File: src/rtl/mem_port_arbiter.sv
// mem_port_arbiter: round-robin sharing of one single-ported memory between
// the instruction-fetch port (I) and the load/store port (D).
`timescale 1ns/1ps
module mem_port_arbiter #(
    parameter int ADDR_W = 8,
    parameter int DATA_W = 8
) (
    input  logic              CLK,
    input  logic              RESET,
    input  logic              I_READ,
    input  logic [ADDR_W-1:0] I_ADDRESS,
    output logic [DATA_W-1:0] I_READDATA,
    output logic              I_BUSYWAIT,
    input  logic              D_READ,
    input  logic              D_WRITE,
    input  logic [ADDR_W-1:0] D_ADDRESS,
    input  logic [DATA_W-1:0] D_WRITEDATA,
    output logic [DATA_W-1:0] D_READDATA,
    output logic              D_BUSYWAIT,
    output logic              MEM_READ,
    output logic              MEM_WRITE,
    output logic [ADDR_W-1:0] MEM_ADDRESS,
    output logic [DATA_W-1:0] MEM_WRITEDATA,
    input  logic [DATA_W-1:0] MEM_READDATA,
    input  logic              MEM_BUSYWAIT
);
    typedef enum logic [2:0] {IDLE, SERVE_I, SERVE_D, DONE_I, DONE_D} state_t;
    state_t state_q;
    logic   last_q;
    logic   first_q;
    logic   d_req;
    logic   grant_d;
    assign d_req      = D_READ | D_WRITE;
    // last_q high means D was granted last, so I wins the next tie
    assign grant_d    = d_req & (~I_READ | ~last_q);
    assign I_BUSYWAIT = RESET & I_READ & (state_q != DONE_I);
    assign D_BUSYWAIT = RESET & d_req & (state_q != DONE_D);
    always_ff @(posedge CLK or negedge RESET) begin
        if (!RESET) begin
            state_q       <= IDLE;
            last_q        <= 1'b1;
            first_q       <= 1'b0;
            MEM_READ      <= 1'b0;
            MEM_WRITE     <= 1'b0;
            MEM_ADDRESS   <= '0;
            MEM_WRITEDATA <= '0;
            I_READDATA    <= '0;
            D_READDATA    <= '0;
        end else begin
            case (state_q)
                IDLE: if (I_READ | d_req) begin
                    state_q     <= grant_d ? SERVE_D : SERVE_I;
                    last_q      <= grant_d;
                    first_q     <= 1'b1;
                    MEM_READ    <= grant_d ? ~D_WRITE : 1'b1;
                    MEM_WRITE   <= grant_d & D_WRITE;
                    MEM_ADDRESS <= grant_d ? D_ADDRESS : I_ADDRESS;
                    if (grant_d) MEM_WRITEDATA <= D_WRITEDATA;
                end
                // memory raises busywait one cycle late, so the first serve cycle never completes
                SERVE_I, SERVE_D: if (first_q) begin
                    first_q <= 1'b0;
                end else if (!MEM_BUSYWAIT) begin
                    if (MEM_READ && state_q == SERVE_I) I_READDATA <= MEM_READDATA;
                    if (MEM_READ && state_q == SERVE_D) D_READDATA <= MEM_READDATA;
                    MEM_READ  <= 1'b0;
                    MEM_WRITE <= 1'b0;
                    state_q   <= (state_q == SERVE_I) ? DONE_I : DONE_D;
                end
                default: state_q <= IDLE;
            endcase
        end
    end
endmodule

File: config.mk
export PLATFORM = sky130hd
export DESIGN_NAME = mem_port_arbiter
export DESIGN_NICKNAME = d
export VERILOG_FILES = /design/src/rtl/mem_port_arbiter.sv
export SDC_FILE = /design/constraint.sdc
export NUM_CORES = 1
export LEC_CHECK = 0
export BUFFER_PORTS_ARGS = -buffer_cell sky130_fd_sc_hd__buf_2
export CAP_MARGIN = 20
export CORE_MARGIN = 4
export CORE_UTILIZATION = 33
export CTS_CLUSTER_DIAMETER = 30
export CTS_CLUSTER_SIZE = 10
export DETAILED_ROUTE_END_ITERATION = 8
export SLEW_MARGIN = 40
export SYNTH_ARGS = -nofsm -noshare
export SYNTH_HDL_FRONTEND = slang
export SYNTH_SLANG_ARGS = --single-unit
File: constraint.sdc
create_clock -name CLK -period 3.3 [get_ports CLK]
set_clock_uncertainty 0.2 [all_clocks]
set_input_delay 0.33 -clock CLK [delete_from_list [all_inputs] [get_ports CLK]]
set_output_delay 0.33 -clock CLK [all_outputs]
set_load 0.1 [all_outputs]
Word-level counts from Yosys, hierarchy flattened. Cells that the tools add are included.

Output and inout port bits: 36. Flip-flop bits (word level): 39. Input bits: 38.

Bitwise logic cells: 14. Mux-type cells: 16. Reduce and logical (&&, ||, !) cells: 12. Eq/ne operators: 7.

Operators by type and width (number): $mux 3 (4); $reduce_and 4->1 (3); $mux 8 (1); $and 1x1->1 (6); $mux 1 (6); $ne 2x2->1 const B (3); $pmux 1 s2 (3); $pmux 3 s2 (1); $reduce_and 3->1 (2); $not 1->1 (5); $reduce_and 2->1 (2); $eq 3x1->1 const B (1); $eq 3x2->1 const B (1); $logic_not 3->1 (1); $ne 3x2->1 const B (1); $ne 3x3->1 const B (1); $or 1x1->1 (3); $logic_and 1x1->1 (2); $mux 2 (1); $reduce_bool 2->1 (1); $reduce_or 2->1 (1).

Longest topological paths before layout. Gate-level depths: netlist of the first run.

Depth after elaboration: 6. Mapped depth: 5.

Worst setup path before layout of the first run. No wires, ideal clock.

Kind: reg-to-output. From: register state_q[0]. To: output port I_BUSYWAIT. Arrival time: 2169 ps. Cell stages (with the launch flop): 3. Setup slack: 601 ps. Cell sequence: dfrtp_1 > clkbuf_8 > a31oi_1.

Longest elaborated chain between the ends: 2.

RTL lines: start: declaration (RTL line 28) `state_t state_q;`; start signal: assignment (RTL line 52) `state_q <= grant_d ? SERVE_D : SERVE_I;`; start signal: assignment (RTL line 68) `state_q <= (state_q == SERVE_I) ? DONE_I : DONE_D;`; $ne 3x2->1 (RTL line 36) `assign I_BUSYWAIT = RESET & I_READ & (state_q != DONE_I);`; $and 1x1->1 (RTL line 36); end: declaration (RTL line 13) `output logic I_BUSYWAIT,`.

No other way between the ends.

Worst setup path after layout of the first run.
From: input port RESET. To: output port D_BUSYWAIT.

Longest elaborated chain between the ends: 2.

RTL lines: start: declaration (RTL line 9) `input logic RESET,`; $and 1x1->1 (2 in a row) (RTL line 37) `assign D_BUSYWAIT = RESET & d_req & (state_q != DONE_D);`; end: declaration (RTL line 19) `output logic D_BUSYWAIT,`.

No other way between the ends.

==> impl_metrics.toml, run 1 <==
[drt]
ant_nets = 0
post-route-drc-count = 0
wirelength_um = 3586
vias = 1230
drt-pass1-iter-count = 4
drt_iter0_markers = 26
viasPerCell = 4.539
wl_per_cell_um = 13.23

[floorplan]
core_mm2 = 0.005107
io_pins = 74
start_util_pct = 33.83
fp.dieH_um = 80.36
dieArea_mm2 = 0.006458
core.rowCount = 26
die_w_um = 80.36

[logic_synthesis]
synth_cell_types = 30
syn_area_mm2 = 0.001728
synth.net_count = 159
synthCells = 121
ys_top_cells_by_area = "dfrtp_1, mux2_2, dfstp_2"
yosysTopAreaCellShare_pct = 55.03
ys_seq_area_share_pct = 56.55
syn_avg_cell_area_um2 = 14.28
yosys.area.top_type = "dfrtp_1"
synth-seq-cells = 39
ys_warn_count = 0

[outcome]
status = "completed"

[place]
hpwl_um = 2774
numPortBuffers = 73
gp_congestion = 0.7851

[timing]
rsz0062_at_grt = "no"
post-route-min-period_ns = 2.504
period_share_pct = 75.88
max_slew_margin_pct = 50.26
setup_viol = 0
timing.fmax_mhz = 399.4
drv_slew = 0
worst_pin_slew_ns = 0.7445
tns_ns = 0
hold_violations = 0

[setup_path]
cpLargestDelayFamily = "buffers and inverters"
cp_slowest_stage_delay_ns = 0.53
ff2ff_setup_slack_ns = 1.10
cp_slowest_cell = "dlygate4sd3_1"
worstSetupStartpointType = "input port"
crit_arrival_ns = 1.97
path_cells = "dlygate4sd3_1 > buf_2 > o21ai_0 > a21oi_1 > buf_2"
required_ns = 2.77
worstSetupEndpointType = "output port"
critPathBufInv = 3
critical_path_class = "input port to output port"
crit_top_cell = "buf_2"
crit_path_max_fanout = 18

[cells_and_area]
drive_gt1_share_pct = 65.17
num_antenna_cells = 0
fin_nets = 238
fin_util_pct = 44.71
areaGrowthSynthToFinish_pct = 32.15

[clocking]
hold_buffers = 1
postCtsSetupBuffers = 0
clkLatencyLatePin_ns = 0.29
clkTransAtPathRegs_ns = 0.07
htree_levels = 2
cts_buffers = 5
clock-sinks = 39
cts_tree = "yes"
cts_resized = 0
clock-root-buffer = "clkbuf_8"
clockBufferDepth = 2

[hold_path]
worstHoldPathType = "input port to register"

[job]
drv_cap = 0

[grt]
grt_use_total_pct = 12.29
grt_pass1_vias = 1256
grt_max_degree = 25
grt_pass1_wl_um = 6003
grt_overflow = 0
antenna_found_initial = 0
## through the flow
step / instances / area, µm² / hold slack, ns / setup slack [ns]
2_1_floorplan: 121 / 1728 / -0.1656 / 0.6005
3_3_place_gp: 262 / 2156 / 0.07985 / 1.138
3_5_place_dp: 262 / 2156 / 0.08003 / 1.120
4_1_cts: 271 / 2283 / 0.05636 / 0.7517
5_1_grt: 271 / 2283 / 0.05835 / 0.6465
6_report: 271 / 2283 / 0.06924 / 0.7960
## cell usage after synthesis (all sizes together)
cell / instances
nand3: 3
nand2b: 1
clkbuf: 1
o21ai: 4
a21o: 1
a221oi: 1
a21oi: 3
or2: 2
mux2: 40
a41o: 1
nand2: 1
nor3: 2
a31oi: 1
o2bb2ai: 1
nor4b: 2
xor2: 1
o221ai: 1
nor2b: 1
nor2: 2
buf: 2
o211ai: 1
inv: 6
dfrtp: 38
nand3b: 3
a21boi: 1
dfstp: 1
## layer usage
metal | track usage, % | routed length, µm | up-vias | share of wire (%)
li1 | - | - | 595 | -
met1 | 14.38 | 1438 | 600 | 40
met2 | 20.78 | 1924 | 29 | 54
met3 | 3.475 | 156 | 6 | 4.4
met4 | 5.574 | 66 | 0 | 1.8
met5 | 0 | 0 | - | 0
## cell type report
type | instances | area, µm²
fill | 496 | 2824
sequential | 39 | 977.2
multi-input combinational | 73 | 695.7
timing repair buffer | 75 | 382.9
tap | 70 | 87.58
clock buffer | 6 | 82.58
clock inverter | 2 | 35.03
inverter | 6 | 22.52
## logic make-up after synthesis
logic type             count (synthesis)  share of synthesized area [%]
AND/OR/NAND/NOR                       17                          7.459
multiplexers                          40                          26.07
buffers and inverters                  9                          3.186
XOR/XNOR                               1                         0.5070
AO/OA/AOI/OAI                         15                          6.228
flip-flops                            39                          56.55
## path summary, 6_finish.rpt
| path | from | to | cells after the start |
|---|---|---|---|
| setup / recovery | RESET | D_BUSYWAIT | 5 |
| min in group asynchronous | RESET | state_q[2] | 2 |
| hold reg to reg | MEM_ADDRESS[7] | MEM_ADDRESS[7] | 1 |
| setup reg to reg | state_q[1] | MEM_ADDRESS[5] | 3 |
| hold / removal | D_WRITEDATA[7] | MEM_WRITEDATA[7] | 2 |
| max in group asynchronous | RESET | last_q | 3 |
## registers in the layout, indices dropped and copies added, names as in the netlist
name	flops
first_q	1
MEM_READ	1
D_READDATA	8
MEM_ADDRESS	8
state_q	3
last_q	1
MEM_WRITE	1
MEM_WRITEDATA	8
I_READDATA	8
## cell usage in the layout (no fill, tap or decap), types with 2 or more instances in the layout
| cell | Yosys | routed |
|---|---|---|
| buf_2 | 0 | 73 |
| mux2_2 | 40 | 40 |
| dfrtp_1 | 38 | 38 |
| inv_1 | 6 | 6 |
| clkbuf_8 | 1 | 6 |
| o21ai_0 | 4 | 4 |
| a21oi_1 | 3 | 3 |
| nor2_1 | 2 | 2 |
| nand3b_2 | 2 | 2 |
| nor3_1 | 2 | 2 |
| or2_2 | 2 | 2 |
| nand3_1 | 2 | 2 |
Power of run 1 is not shown: default switching activity piles up to over one toggle a cycle in this logic, so the estimate is an artifact.
==> run 2: changes to the inputs <==
--- a/config.mk
+++ b/config.mk
@@ -5,6 +5,7 @@
 export SDC_FILE = /design/constraint.sdc
 export NUM_CORES = 1
 export LEC_CHECK = 0
+export ABC_AREA = 1
 export BUFFER_PORTS_ARGS = -buffer_cell sky130_fd_sc_hd__buf_2
 export CAP_MARGIN = 20
 export CORE_MARGIN = 4
==> constraint.sdc (replaced) <==
create_clock -name CLK -period 2.5 [get_ports CLK]
set_clock_uncertainty 0.2 [all_clocks]
set_input_delay 0.25 -clock CLK [delete_from_list [all_inputs] [get_ports CLK]]
set_output_delay 0.25 -clock CLK [all_outputs]
set_load 0.1 [all_outputs]
==> impl_metrics.toml, run 2 <==
[setup_path]
cp_slowest_cell = "dlygate4sd3_1"
crit_arrival_ns = 1.48
critical_path_class = "input port to output port"
cp_slowest_stage_delay_ns = 0.54
required_ns = 2.05
worstSetupStartpointType = "input port"
path_cells = "dlygate4sd3_1 > buf_2 > inv_1 > a211oi_2 > buf_12"
crit_path_max_fanout = 2
worstSetupEndpointType = "output port"

[clocking]
htree_levels = 2
clkLatencyLatePin_ns = 0.29
clockBufferDepth = 2
clock-sinks = 39
cts_tree = "yes"
clkTransAtPathRegs_ns = 0.07
postCtsSetupBuffers = 0
clock-root-buffer = "clkbuf_8"
cts_buffers = 5

[timing]
period_share_pct = 77.21
tns_ns = 0
timing.fmax_mhz = 518.1
finalWorstSetupSlack_ns = 0.5697
max_slew_margin_pct = 66.33
worst_pin_slew_ns = 0.5038
hold_violations = 0
setup_viol = 0
post-route-min-period_ns = 1.930
drv_slew = 0
rsz0062_at_grt = "no"

[cells_and_area]
drive_gt1_share_pct = 40.33
num_antenna_cells = 0
stdcell_count = 372
areaGrowthSynthToFinish_pct = 34.43
nFillCells = 563
final_cell_mix = "nand2_1, buf_2, dfrtp_1, inv_1, o21ai_2"
mostFrequentLayoutCell = "nand2_1"
fin_nets = 337

[place]
hpwl_um = 3221
placedCellCount = 357
place_ws_ns = 0.8532
numPortBuffers = 73
gp_congestion = 0.7439

[drt]
wirelength_um = 4274
ant_nets = 0
wl_met3_um = 207
drt_iter0_markers = 65
wl_met1_um = 1814
vias = 1604
maxUsedRoutingLayer = "met4"
met2_length_um = 2172
drt-pass1-iter-count = 4
wl_per_cell_um = 11.49
viasPerCell = 4.312
post-route-drc-count = 0

[logic_synthesis]
ys_warn_count = 0
yosysTopAreaCellShare_pct = 50.23
synth.net_count = 253
ys_seq_area_share_pct = 51.62
synthTopCellsByCount = "nand2_1, dfrtp_1, inv_1, o21ai_2, nand3_1"
yosys.area.top_type = "dfrtp_1"
syn_avg_cell_area_um2 = 8.805
async_reset_ff_share_pct = 100.0
synthCells = 215
yosys.area_share.simple_pct = 28.88
synth_edf_count = 0
synthAdderAreaFrac_pct = 0
synth_top_family_by_area = "simple AND/OR/NAND/NOR gates"
syn_area_mm2 = 0.001893
synth_flop_cell = "dfrtp_1"
synth_cell_types = 24
synth-xor-area-share_pct = 0
synth-seq-cells = 39
synth-compound-area-share_pct = 11.50
synth_most_common_cell = "nand2_1"
ys_top_cells_by_area = "dfrtp_1, nand2_1, o21ai_2"
synth_mux_area_share_pct = 0

[grt]
grt_pass1_wl_um = 7307
antenna_found_initial = 0
grt_use_total_pct = 12.72
grt_max_degree = 40
grt_overflow = 0
grt_pass1_vias = 1647

[floorplan]
die_w_um = 83.74
io_pins = 74
core.rowCount = 27
fp.dieH_um = 83.74
start_util_pct = 34.17
dieArea_mm2 = 0.007012
core_mm2 = 0.005540

[outcome]
status = "completed"

[job]
drv_cap = 0

[hold_path]
worstHoldPathType = "input port to register"
[run 2: cell types whose count changed after synthesis, moves of 7 or more]
cell      delta
inv_1       +22
mux2_2      -40
nand2_1     +73
nand2_2      +8
nand3_1     +12
o211ai_1     +7
o21ai_2     +16
[run 2: path summary, 6_finish.rpt]
| check | endpoint | start | slack (ns) | cells past startpoint |
|---|---|---|---|---|
| min reg2reg | MEM_WRITEDATA[6] | MEM_WRITEDATA[6] | 0.27 | 2 |
| min | MEM_WRITEDATA[6] | D_WRITEDATA[6] | 0.003 | 3 |
| max in group asynchronous | last_q | RESET | 1.34 | 3 |
| min in group asynchronous | state_q[2] | RESET | 0.39 | 3 |
| max reg2reg | MEM_READ | state_q[1] | 0.86 | 7 |
| max | D_BUSYWAIT | RESET | 0.57 | 5 |
[run 2: per-stage QoR]
| stage | utilization [%] | hold WS (ns) | instance area (µm²) |
|---|---|---|---|
| 2_1_floorplan | - | -0.2456 | 1903 |
| 3_3_place_gp | 42.55 | 0.1596 | 2357 |
| 3_5_place_dp | 42.55 | 0.1645 | 2357 |
| 4_1_cts | 45.93 | 0.00009565 | 2545 |
| 5_1_grt | 45.93 | 0.009358 | 2545 |
| 6_report | 45.93 | 0.003312 | 2545 |
[run 2: cell families (layout without fill, tap and decap cells)]
family,after synthesis,in the layout
AND/OR/NAND/NOR,115,115
flip-flops,39,39
buffers and inverters,34,119
AO/OA/AOI/OAI,27,27
[run 2: routing by layer]
metal / global-route usage [%] / vias to the layer above
met5: 0 / -
met4: 4.825 / 0
met3: 3.258 / 7
met2: 22.78 / 40
met1: 14.42 / 721
li1: - / 836
[run 2: critical path: cells and delay by family]
kind | cells | cell delay (ns)
buf+inv | 4 | 0.93
compound gates | 1 | 0.29
[run 2: final cells by class]
| class | instances | area (µm²) | share of cell area (%) |
|---|---|---|---|
| clock buffers | 6 | 82.58 | 3.245 |
| clock inverters | 2 | 35.03 | 1.377 |
| inverters | 30 | 112.6 | 4.425 |
| multi-input cells | 142 | 774.5 | 30.43 |
| flip-flops and latches | 39 | 977.2 | 38.40 |
| well taps | 72 | 90.09 | 3.540 |
| repair buffers | 81 | 473.0 | 18.58 |
[run 2: repair_timing]
item	CTS	global route
gates resized for setup	0	0
endpoints found under the hold margin	44	0
hold buffers	7	0
Power of run 2 is left out for the same reason.
